`src/rtl/nibble_sat_accum_pkg.sv`:
```
// Shared widths, lane clamp limits and FSM state type for the packed-nibble
// saturating accumulator.
package nibble_sat_accum_pkg;

    localparam int LANES = 4;
    localparam int LW    = 4;
    localparam int CNTW  = 4;

    localparam logic signed [LW-1:0] LANE_MAX = 4'sh7;
    localparam logic signed [LW-1:0] LANE_MIN = 4'sh8;

    typedef enum logic [1:0] {
        IDLE  = 2'd0,
        ACCUM = 2'd1,
        DONE  = 2'd2
    } state_t;

endpackage

```
`src/rtl/nibble_sat_accum_if.sv`:
```
// Operand beat stream into the accumulator: valid/ready with packed data and
// a per-beat add/subtract select.
interface nibble_sat_accum_if;
    import nibble_sat_accum_pkg::*;

    logic                  in_valid;
    logic [LANES*LW-1:0]   in_data;
    logic                  in_sub;
    logic                  in_ready;

    modport master (
        output in_valid,
        output in_data,
        output in_sub,
        input  in_ready
    );

    modport slave (
        input  in_valid,
        input  in_data,
        input  in_sub,
        output in_ready
    );

endinterface

```
`src/rtl/nibble_sat_lane.sv`:
```
// One signed lane: 5-bit add/subtract followed by clamp to the lane range.
module nibble_sat_lane
    import nibble_sat_accum_pkg::*;
(
    input  logic [LW-1:0] a,
    input  logic [LW-1:0] b,
    input  logic          sub,
    output logic [LW-1:0] r,
    output logic          sat
);

    logic [LW:0] a_ext;
    logic [LW:0] b_ext;
    logic [LW:0] sum;

    assign a_ext = {a[LW-1], a};
    assign b_ext = {b[LW-1], b};
    assign sum   = sub ? (a_ext - b_ext) : (a_ext + b_ext);

    // The extra bit disagreeing with the lane sign bit means the result left
    // the representable range; its top bit tells which end to clamp to.
    always_comb begin
        r   = sum[LW-1:0];
        sat = 1'b0;
        if (sum[LW] != sum[LW-1]) begin
            sat = 1'b1;
            r   = sum[LW] ? LANE_MIN : LANE_MAX;
        end
    end

endmodule

```
`src/rtl/nibble_sat_accum.sv`:
```
// Multi-beat lane-wise saturating accumulator: FSM, beat counter, packed
// accumulator and sticky per-lane saturation flags.
module nibble_sat_accum
    import nibble_sat_accum_pkg::*;
(
    input  logic                 clk,
    input  logic                 rst,
    input  logic                 start,
    input  logic [CNTW-1:0]      len,
    input  logic                 abort,
    nibble_sat_accum_if.slave    beat,
    output logic                 busy,
    output logic                 done,
    output logic [LANES*LW-1:0]  acc_out,
    output logic [LANES-1:0]     sat_flags
);

    state_t                state_reg, state_next;
    logic [CNTW-1:0]       cnt_reg, cnt_next;
    logic [LANES*LW-1:0]   acc_reg, acc_next;
    logic [LANES-1:0]      sat_reg, sat_next;

    logic [LANES*LW-1:0]   lane_r;
    logic [LANES-1:0]      lane_sat;
    logic                  beat_fire;

    genvar gi;
    generate
        for (gi = 0; gi < LANES; gi++) begin : g_lane
            nibble_sat_lane u_lane (
                .a   (acc_reg[gi*LW +: LW]),
                .b   (beat.in_data[gi*LW +: LW]),
                .sub (beat.in_sub),
                .r   (lane_r[gi*LW +: LW]),
                .sat (lane_sat[gi])
            );
        end
    endgenerate

    // Status outputs depend on the state register alone.
    assign beat.in_ready = (state_reg == ACCUM);
    assign busy          = (state_reg != IDLE);
    assign done          = (state_reg == DONE);
    assign acc_out       = acc_reg;
    assign sat_flags     = sat_reg;

    assign beat_fire = beat.in_valid && beat.in_ready;

    always_ff @(posedge clk) begin
        if (rst) begin
            state_reg <= IDLE;
            cnt_reg   <= '0;
            acc_reg   <= '0;
            sat_reg   <= '0;
        end else begin
            state_reg <= state_next;
            cnt_reg   <= cnt_next;
            acc_reg   <= acc_next;
            sat_reg   <= sat_next;
        end
    end

    always_comb begin
        state_next = state_reg;
        cnt_next   = cnt_reg;
        acc_next   = acc_reg;
        sat_next   = sat_reg;

        case (state_reg)
            IDLE: begin
                if (start && !abort) begin
                    acc_next = '0;
                    sat_next = '0;
                    if (len != '0) begin
                        cnt_next   = len;
                        state_next = ACCUM;
                    end else begin
                        state_next = DONE;
                    end
                end
            end

            ACCUM: begin
                // Abort wins over a coincident beat, leaving results as they were.
                if (abort) begin
                    state_next = IDLE;
                end else if (beat_fire) begin
                    acc_next = lane_r;
                    sat_next = sat_reg | lane_sat;
                    cnt_next = cnt_reg - CNTW'(1);
                    if (cnt_reg == CNTW'(1)) begin
                        state_next = DONE;
                    end
                end
            end

            DONE: begin
                state_next = IDLE;
            end

            default: begin
                state_next = IDLE;
            end
        endcase
    end

endmodule

```
`src/flat_wrapper.sv`:
```
// flat-port wrapper written by rule: the top's interface ports become plain ports
module nibble_sat_accum_flat import nibble_sat_accum_pkg::*;
  (clk, rst, start, len, abort, busy, done, acc_out, sat_flags, beat_in_valid, beat_in_data, beat_in_sub, beat_in_ready);
  nibble_sat_accum_if beat_i ();
  input  logic clk;
  input  logic rst;
  input  logic start;
  input  logic [CNTW-1:0] len;
  input  logic abort;
  output logic busy;
  output logic done;
  output logic [LANES*LW-1:0] acc_out;
  output logic [LANES-1:0] sat_flags;
  input wire logic [$bits(beat_i.in_valid)-1:0] beat_in_valid;
  input wire logic [$bits(beat_i.in_data)-1:0] beat_in_data;
  input wire logic [$bits(beat_i.in_sub)-1:0] beat_in_sub;
  output wire logic [$bits(beat_i.in_ready)-1:0] beat_in_ready;
  assign beat_i.in_valid = beat_in_valid;
  assign beat_i.in_data = beat_in_data;
  assign beat_i.in_sub = beat_in_sub;
  assign beat_in_ready = beat_i.in_ready;
  nibble_sat_accum u_core (.clk(clk), .rst(rst), .start(start), .len(len), .abort(abort), .beat(beat_i), .busy(busy), .done(done), .acc_out(acc_out), .sat_flags(sat_flags));
endmodule
```
`config.mk`:
```
export PLATFORM = sky130hd
export DESIGN_NAME = nibble_sat_accum_flat
export DESIGN_NICKNAME = d
export VERILOG_FILES = /design/src/rtl/nibble_sat_accum_pkg.sv /design/src/rtl/nibble_sat_accum_if.sv /design/src/rtl/nibble_sat_lane.sv /design/src/rtl/nibble_sat_accum.sv /design/src/flat_wrapper.sv
export SDC_FILE = /design/constraint.sdc
export NUM_CORES = 1
export LEC_CHECK = 0
export ABC_CLOCK_PERIOD_IN_PS = 5900
export CORE_MARGIN = 1
export CORE_UTILIZATION = 55
export DETAILED_ROUTE_END_ITERATION = 6
export PLACE_DENSITY = 0.86
export SYNTH_ARGS = -nofsm -noshare
export SYNTH_HDL_FRONTEND = slang
export SYNTH_HIERARCHICAL = 1
export SYNTH_SLANG_ARGS = --single-unit
```
`constraint.sdc`:
```
create_clock -name clk -period 5.9 [get_ports clk]
set_input_delay 0.59 -clock clk [delete_from_list [all_inputs] [get_ports clk]]
set_output_delay 0.59 -clock clk [all_outputs]
set_load 0.1 [all_outputs]
```
* After elaboration in Yosys (flattened, before gate mapping)
Cells that the tools add are included.
** Storage, ports and cells
- Input bits :: 26
- Word-level logic and storage cells :: 72
- Register bits after elaboration :: 26
- Output and inout port bits :: 23
** Operators by class
- Add/sub/neg operators :: 9
- Bitwise operators :: 1
- Muxes and demuxes :: 35
- Eq/ne operators :: 13
- Reductions and logical operators :: 10
** Operators by type and width (count)
- two-way mux 4 bit :: 15
- two-way mux 16 bit :: 3
- case mux 16 bit (2 select lines) :: 1
- adder 4 x 4 -> 5 bit :: 4
- two-way mux 5 bit :: 4
- subtractor 4 x 4 -> 5 bit :: 4
- case mux 4 bit (2 select lines) :: 2
- two-way mux 2 bit :: 5
- inequality test 3 bit, second input constant :: 2
- AND reduction 5 bit :: 1
- == test 4 x 1 -> 1 bit, second input constant :: 1
- two-way mux 1 bit :: 4
- inequality test 1 bit :: 4
- inequality test 2 x 1 -> 1 bit, second input constant :: 2
- inequality test 2 bit, second input constant :: 2
- bitwise OR 4 bit :: 1
- case mux 2 bit (2 select lines) :: 1
- AND reduction 4 bit :: 1
- nonzero test 2 bit :: 2
- nonzero test 4 bit :: 1
- subtractor 4 x 1 -> 4 bit, second input constant :: 1
- AND reduction 3 bit :: 1
- == test 2 x 1 -> 1 bit, second input constant :: 1
- == test 2 bit, second input constant :: 1
- 3 further kinds :: 4

* Longest topological paths before layout
- Word-level depth :: 8
- Gate-level depth with buffers :: 11

* Modules after synthesis
Netlist, hierarchy kept.
** Modules (own cells, without submodules)
- nibble_sat_lane :: sequential area each 0.0 µm², instances 4, cells an instance 34, area each 285.3 µm²
- nibble_sat_accum :: sequential area each 520.5 µm², instances 1, cells an instance 137, area each 1114.8 µm²

* Least setup slack after synthesis
OpenSTA, ideal clock, no wires.
- Kind :: reg-to-reg
- From :: reg u_core.acc_reg[12], in the netlist u_core/acc_out[12]
- To :: reg u_core.acc_reg[12], in the netlist u_core/acc_out[12]
- Data arrival time :: 2371 ps
- Period minus slack after synthesis :: 2504 ps
- Required time :: 5768 ps
- Stages on the path, launching flop included :: 11
- Path slack :: 3396 ps
- Setup time :: 132 ps
- Buffers on the path :: 0
- Cell sequence :: dfxtp_1 inv_1 ha_1 inv_1 fa_1 a21o_1 a21oi_1 xnor2_2 maj3_1 nand3_1 a21oi_1
** On the way
- Word-level cells in the longest chain between the ends :: 7
- Elaborated cells between the ends (all ways) :: 9
- Those cells by class :: add/sub (2); eq/ne (1); mux (6)
** RTL lines
- start, declared :: RTL line nibble_sat_accum.sv:20 : logic [LANES*LW-1:0] acc_reg, acc_next;
- start signal, assigned :: RTL line nibble_sat_accum.sv:58 : acc_reg <= acc_next;
- adder 4 x 4 -> 5 bit / subtractor 4 x 4 -> 5 bit (equally long branches) :: RTL line nibble_sat_lane.sv:18 : assign sum = sub ? (a_ext - b_ext) : (a_ext + b_ext);
- two-way mux 5 bit * :: RTL line nibble_sat_lane.sv:18
- two-way mux 4 bit / inequality test 1 bit (equally long branches) :: RTL line nibble_sat_lane.sv:27, nibble_sat_lane.sv:25
- two-way mux 4 bit * :: RTL line nibble_sat_lane.sv:25 : if (sum[LW] != sum[LW-1]) begin
- named net u_core.lane_r[12] :: RTL line nibble_sat_accum.sv:23 : logic [LANES*LW-1:0] lane_r;
- two-way mux 16 bit * :: RTL line nibble_sat_accum.sv:87 : end else if (beat_fire) begin
- two-way mux 16 bit * :: RTL line nibble_sat_accum.sv:85 : if (abort) begin
- case mux 16 bit (2 select lines) * :: RTL line nibble_sat_accum.sv:69 : case (state_reg)
Mark *: on every way through the listed nets, which the timed path passes. The rest lies on a longest branch. The select of a mux whose other input is x is not followed.
A chain may end at the register's enable or synchronous reset.

* Worst setup path after layout
- From :: reg u_core.state_reg[0]
- To :: out beat_in_ready
** On the way
- Word-level cells in the longest chain between the ends :: 1
** RTL lines
- start, declared :: RTL line nibble_sat_accum.sv:18 : state_t state_reg, state_next;
- start signal, assigned :: RTL line nibble_sat_accum.sv:56 : state_reg <= state_next;
- == test 2 x 1 -> 1 bit :: RTL line nibble_sat_accum.sv:41 : assign beat.in_ready = (state_reg == ACCUM);
- end, declared :: RTL line flat_wrapper.sv:17 : output wire logic [$bits(beat_i.in_ready)-1:0] beat_in_ready;
No other way between the ends.

==> run_results.csv <==
group,metric,value,unit
cells_and_area,fin_util,74.54,%
critical_path,ff2ff_path_depth,10,
placement,gp_congestion,0.8549,
placement,post-place-ws,2.335,ns
critical_path,path_max_fanout,24,
logic_synthesis,synth.distinct_cells,37,
cts,cts_tree,"done",
logic_synthesis,synth_fp_nets,325,
cells_and_area,largest_reg_flops,16,
drt,firstDrtPassIters,4,
floorplan,ioPinCount,49,
logic_synthesis,yosysSeqAreaShare,23.07,%
logic_synthesis,avgSynthCellArea,8.263,sq um
status,outcome,"completed",
grt,grt_pass1_wl,8.445,mm
placement,io_buffers,48,
cts,clk_latency,0.26,ns
power,ir_drop,0.0001179,V
critical_path,startpoint,"u_core/state_reg[0]$_SDFFE_PP0P_",
critical_path,crit_end,"beat_in_ready",
drt,dr_total_vias,2011,
timing,fin_tns_setup,0,ns
logic_synthesis,ys_warn_count,6,
power,leakage,1.186,nW
timing,finalSetupViolCount,0,
critical_path,reg2reg_from,"u_core/acc_out[4]$_SDFFE_PP0P_",
floorplan,die_h,66.05,microns
critical_path,start_kind,"flop",
timing,setup_slack,2.497,ns
cts,path_clk_slew,0.09,ns
power,p_total,0.0005429,W
timing,worstMarginPinSlew,1.017,ns
floorplan,initial_utilization,59.39,%
cts,clock_sinks,26,
grt,overflow,0,
power,p_per_area,191.7,nW/um^2
critical_path,r2r_end,"u_core/acc_out[5]$_SDFFE_PP0P_",
cts,clockRootBuffer,"clkbuf_8",
timing,slew_viol_final,0,
drt,post-route-drc-count,0,
cts,cts_buffers,3,
critical_path,max_stage_delay,1.26,ns
floorplan,rows,22,
critical_path,crit_path_top_delay_cell,"clkdlybuf4s50_1",
cts,postCtsSetupRepairBufs,0,
timing,fin_skew,0.001722,ns
critical_path,critPathKind,"flop to primary output",
cts,cts.repair.resized,0,
logic_synthesis,synth_seq_cells,26,
critical_path,regToRegSetupSlack,3.68,ns
flow_run,cap_violations,0,
drt,drt_iter0_drc,105,
logic_synthesis,postSynthCellCount,273,
grt,grt_pass1_vias,1917,
cells_and_area,drive_above_1_share,8.805,%
drt,viasPerCell,5.495,
cts,htree_levels,1,
timing,post-route-min-period,3.403,ns
timing,finalHoldViolCount,0,
logic_synthesis,synth_area,2256,sq um
grt,grt_usage,24.83,%
drt,antenna_left,0,
critical_path,crit_required,5.31,ns
critical_path,critical_path_arrival,2.81,ns
placement,dp_hpwl,3.728,mm
cts,hold_buffers,0,
floorplan,die-area,4362,sq um
critical_path,cp-end-kind,"primary output",
floorplan,die_width,66.05,microns
cells_and_area,fin_nets,371,
grt,antenna_found_initial,0,
floorplan,coreArea,3799,sq um
cells_and_area,diodes,0,
cts,cts_buffer_depth,2,
timing,rsz0062_at_grt,"false",
drt,routed_wl,5.076,mm
timing,fin_crit_sh,57.68,%
timing,max_freq,293.8,MHz
hold_path,hold_path_class,"flop to flop",
timing,relSlewSlack,31.97,%
drt,routedWlPerCell,13.87,microns
critical_path,critical_path.cell_chain,"or2b_1 -> inv_1 -> clkdlybuf4s50_1",
grt,grt_max_degree,25,
cells_and_area,syn_to_final_growth,25.51,%
[per-layer routing]
layer / part of all wire, % / global-route usage, % / wire length, microns
met1: 44 / 32.42 / 2250
met2: 50 / 44.01 / 2530
met3: 5.1 / 2.069 / 260
met4: 0.67 / 5.585 / 34
met5: 0 / 0 / 0
[cell type report]
type | count | area (sq um)
clock buffer | 4 | 55.05
timing repair buffer | 49 | 488.0
inverter | 29 | 108.9
tap | 48 | 60.06
multi-input combinational | 210 | 1599
sequential | 26 | 520.5
fill | 306 | 967.2
[critical path: cells and delay by family (launching register included)]
family | cells | cell delay (ns)
buffers and inverters | 2 | 1.82
flip-flops | 1 | 0.43
AND/OR/NAND/NOR | 1 | 0.29
[cells in the mapped netlist]
cell | number | share of area (%)
a2111oi_4 | 1 | 1.2
a211oi_1 | 1 | 0.33
a21o_1 | 8 | 2.7
a21o_2 | 1 | 0.39
a21oi_1 | 31 | 6.9
a21oi_2 | 4 | 1.6
a221oi_1 | 2 | 0.78
a22oi_1 | 1 | 0.33
a31oi_1 | 1 | 0.28
and2_1 | 4 | 1.1
and2b_2 | 1 | 0.39
buf_2 | 2 | 0.44
clkbuf_1 | 6 | 1.0
dfxtp_1 | 26 | 23
fa_1 | 4 | 3.5
ha_1 | 22 | 12
inv_1 | 29 | 4.8
maj3_1 | 8 | 3.5
maj3_2 | 4 | 2.0
mux2i_1 | 5 | 2.2
nand2_1 | 17 | 2.8
nand2b_1 | 5 | 1.4
nand3_1 | 18 | 4.0
nor2_1 | 23 | 3.8
nor3_1 | 7 | 1.6
nor3b_1 | 2 | 0.67
nor4_1 | 1 | 0.28
o211ai_1 | 1 | 0.33
o21ai_0 | 3 | 0.67
o21ai_1 | 1 | 0.22
or2_2 | 2 | 0.55
or2b_1 | 1 | 0.33
or3_2 | 1 | 0.33
or4_1 | 1 | 0.33
xnor2_1 | 17 | 6.6
xnor2_2 | 8 | 5.8
xor2_1 | 4 | 1.6
[cells by family (layout without fill, tap and decap cells)]
group                      count (synthesis)  in the layout  synth area share, %
xor gates and xnor gates                  29             29                13.92
and+or+nand+nor                           83             83                17.58
buffers and inverters                     37             82                6.267
adders and majority gates                 38             38                21.30
AOI/OAI and AO/OA                         55             55                15.64
muxes                                      5              5                2.219
DFF                                       26             26                23.07
[worst min-delay path by stage]
| stage | depth (start not counted) | from | endpoint | slack (ns) |
|---|---|---|---|---|
| after floorplan | 2 | u_core/cnt_reg[1]$_SDFFE_PP0P_ | u_core/cnt_reg[1]$_SDFFE_PP0P_ | 0.46 |
| after global placement | 2 | u_core/sat_flags[1]$_SDFFE_PP0P_ | u_core/sat_flags[1]$_SDFFE_PP0P_ | 0.45 |
| after detailed placement | 2 | u_core/sat_flags[1]$_SDFFE_PP0P_ | u_core/sat_flags[1]$_SDFFE_PP0P_ | 0.47 |
| after CTS | 2 | u_core/acc_out[12]$_SDFFE_PP0P_ | u_core/acc_out[12]$_SDFFE_PP0P_ | 0.48 |
| after global routing | 2 | u_core/acc_out[14]$_SDFFE_PP0P_ | u_core/acc_out[14]$_SDFFE_PP0P_ | 0.51 |
| final | 2 | u_core/acc_out[12]$_SDFFE_PP0P_ | u_core/acc_out[12]$_SDFFE_PP0P_ | 0.48 |
[cell usage in the layout, fill, tap and decap left out, types with 17 or more instances in the layout]
cell type | Yosys | layout
nand3_1 | 18 | 18
clkdlybuf4s50_1 | 0 | 48
nor2_1 | 23 | 23
inv_1 | 29 | 29
xnor2_1 | 17 | 17
a21oi_1 | 31 | 31
ha_1 | 22 | 22
nand2_1 | 17 | 17
dfxtp_1 | 26 | 26
[power breakdown]
group          internal, W  switching, W  total, W
Sequential        0.000183    0.00000676  0.000189
Combinational     0.000102      0.000138  0.000241
Clock            0.0000595     0.0000534  0.000113
[metrics by stage]
| stage | instance area [sq um] | instances | hold slack [ns] |
|---|---|---|---|
| 2_1_floorplan | 2256 | 273 | 0.4641 |
| 3_3_place_gp | 2776 | 362 | 0.4490 |
| 3_5_place_dp | 2776 | 362 | 0.4663 |
| 4_1_cts | 2831 | 366 | 0.4788 |
| 5_1_grt | 2831 | 366 | 0.5070 |
| 6_report | 2831 | 366 | 0.4786 |
No activity file was read; power rests on OpenSTA's default activity.
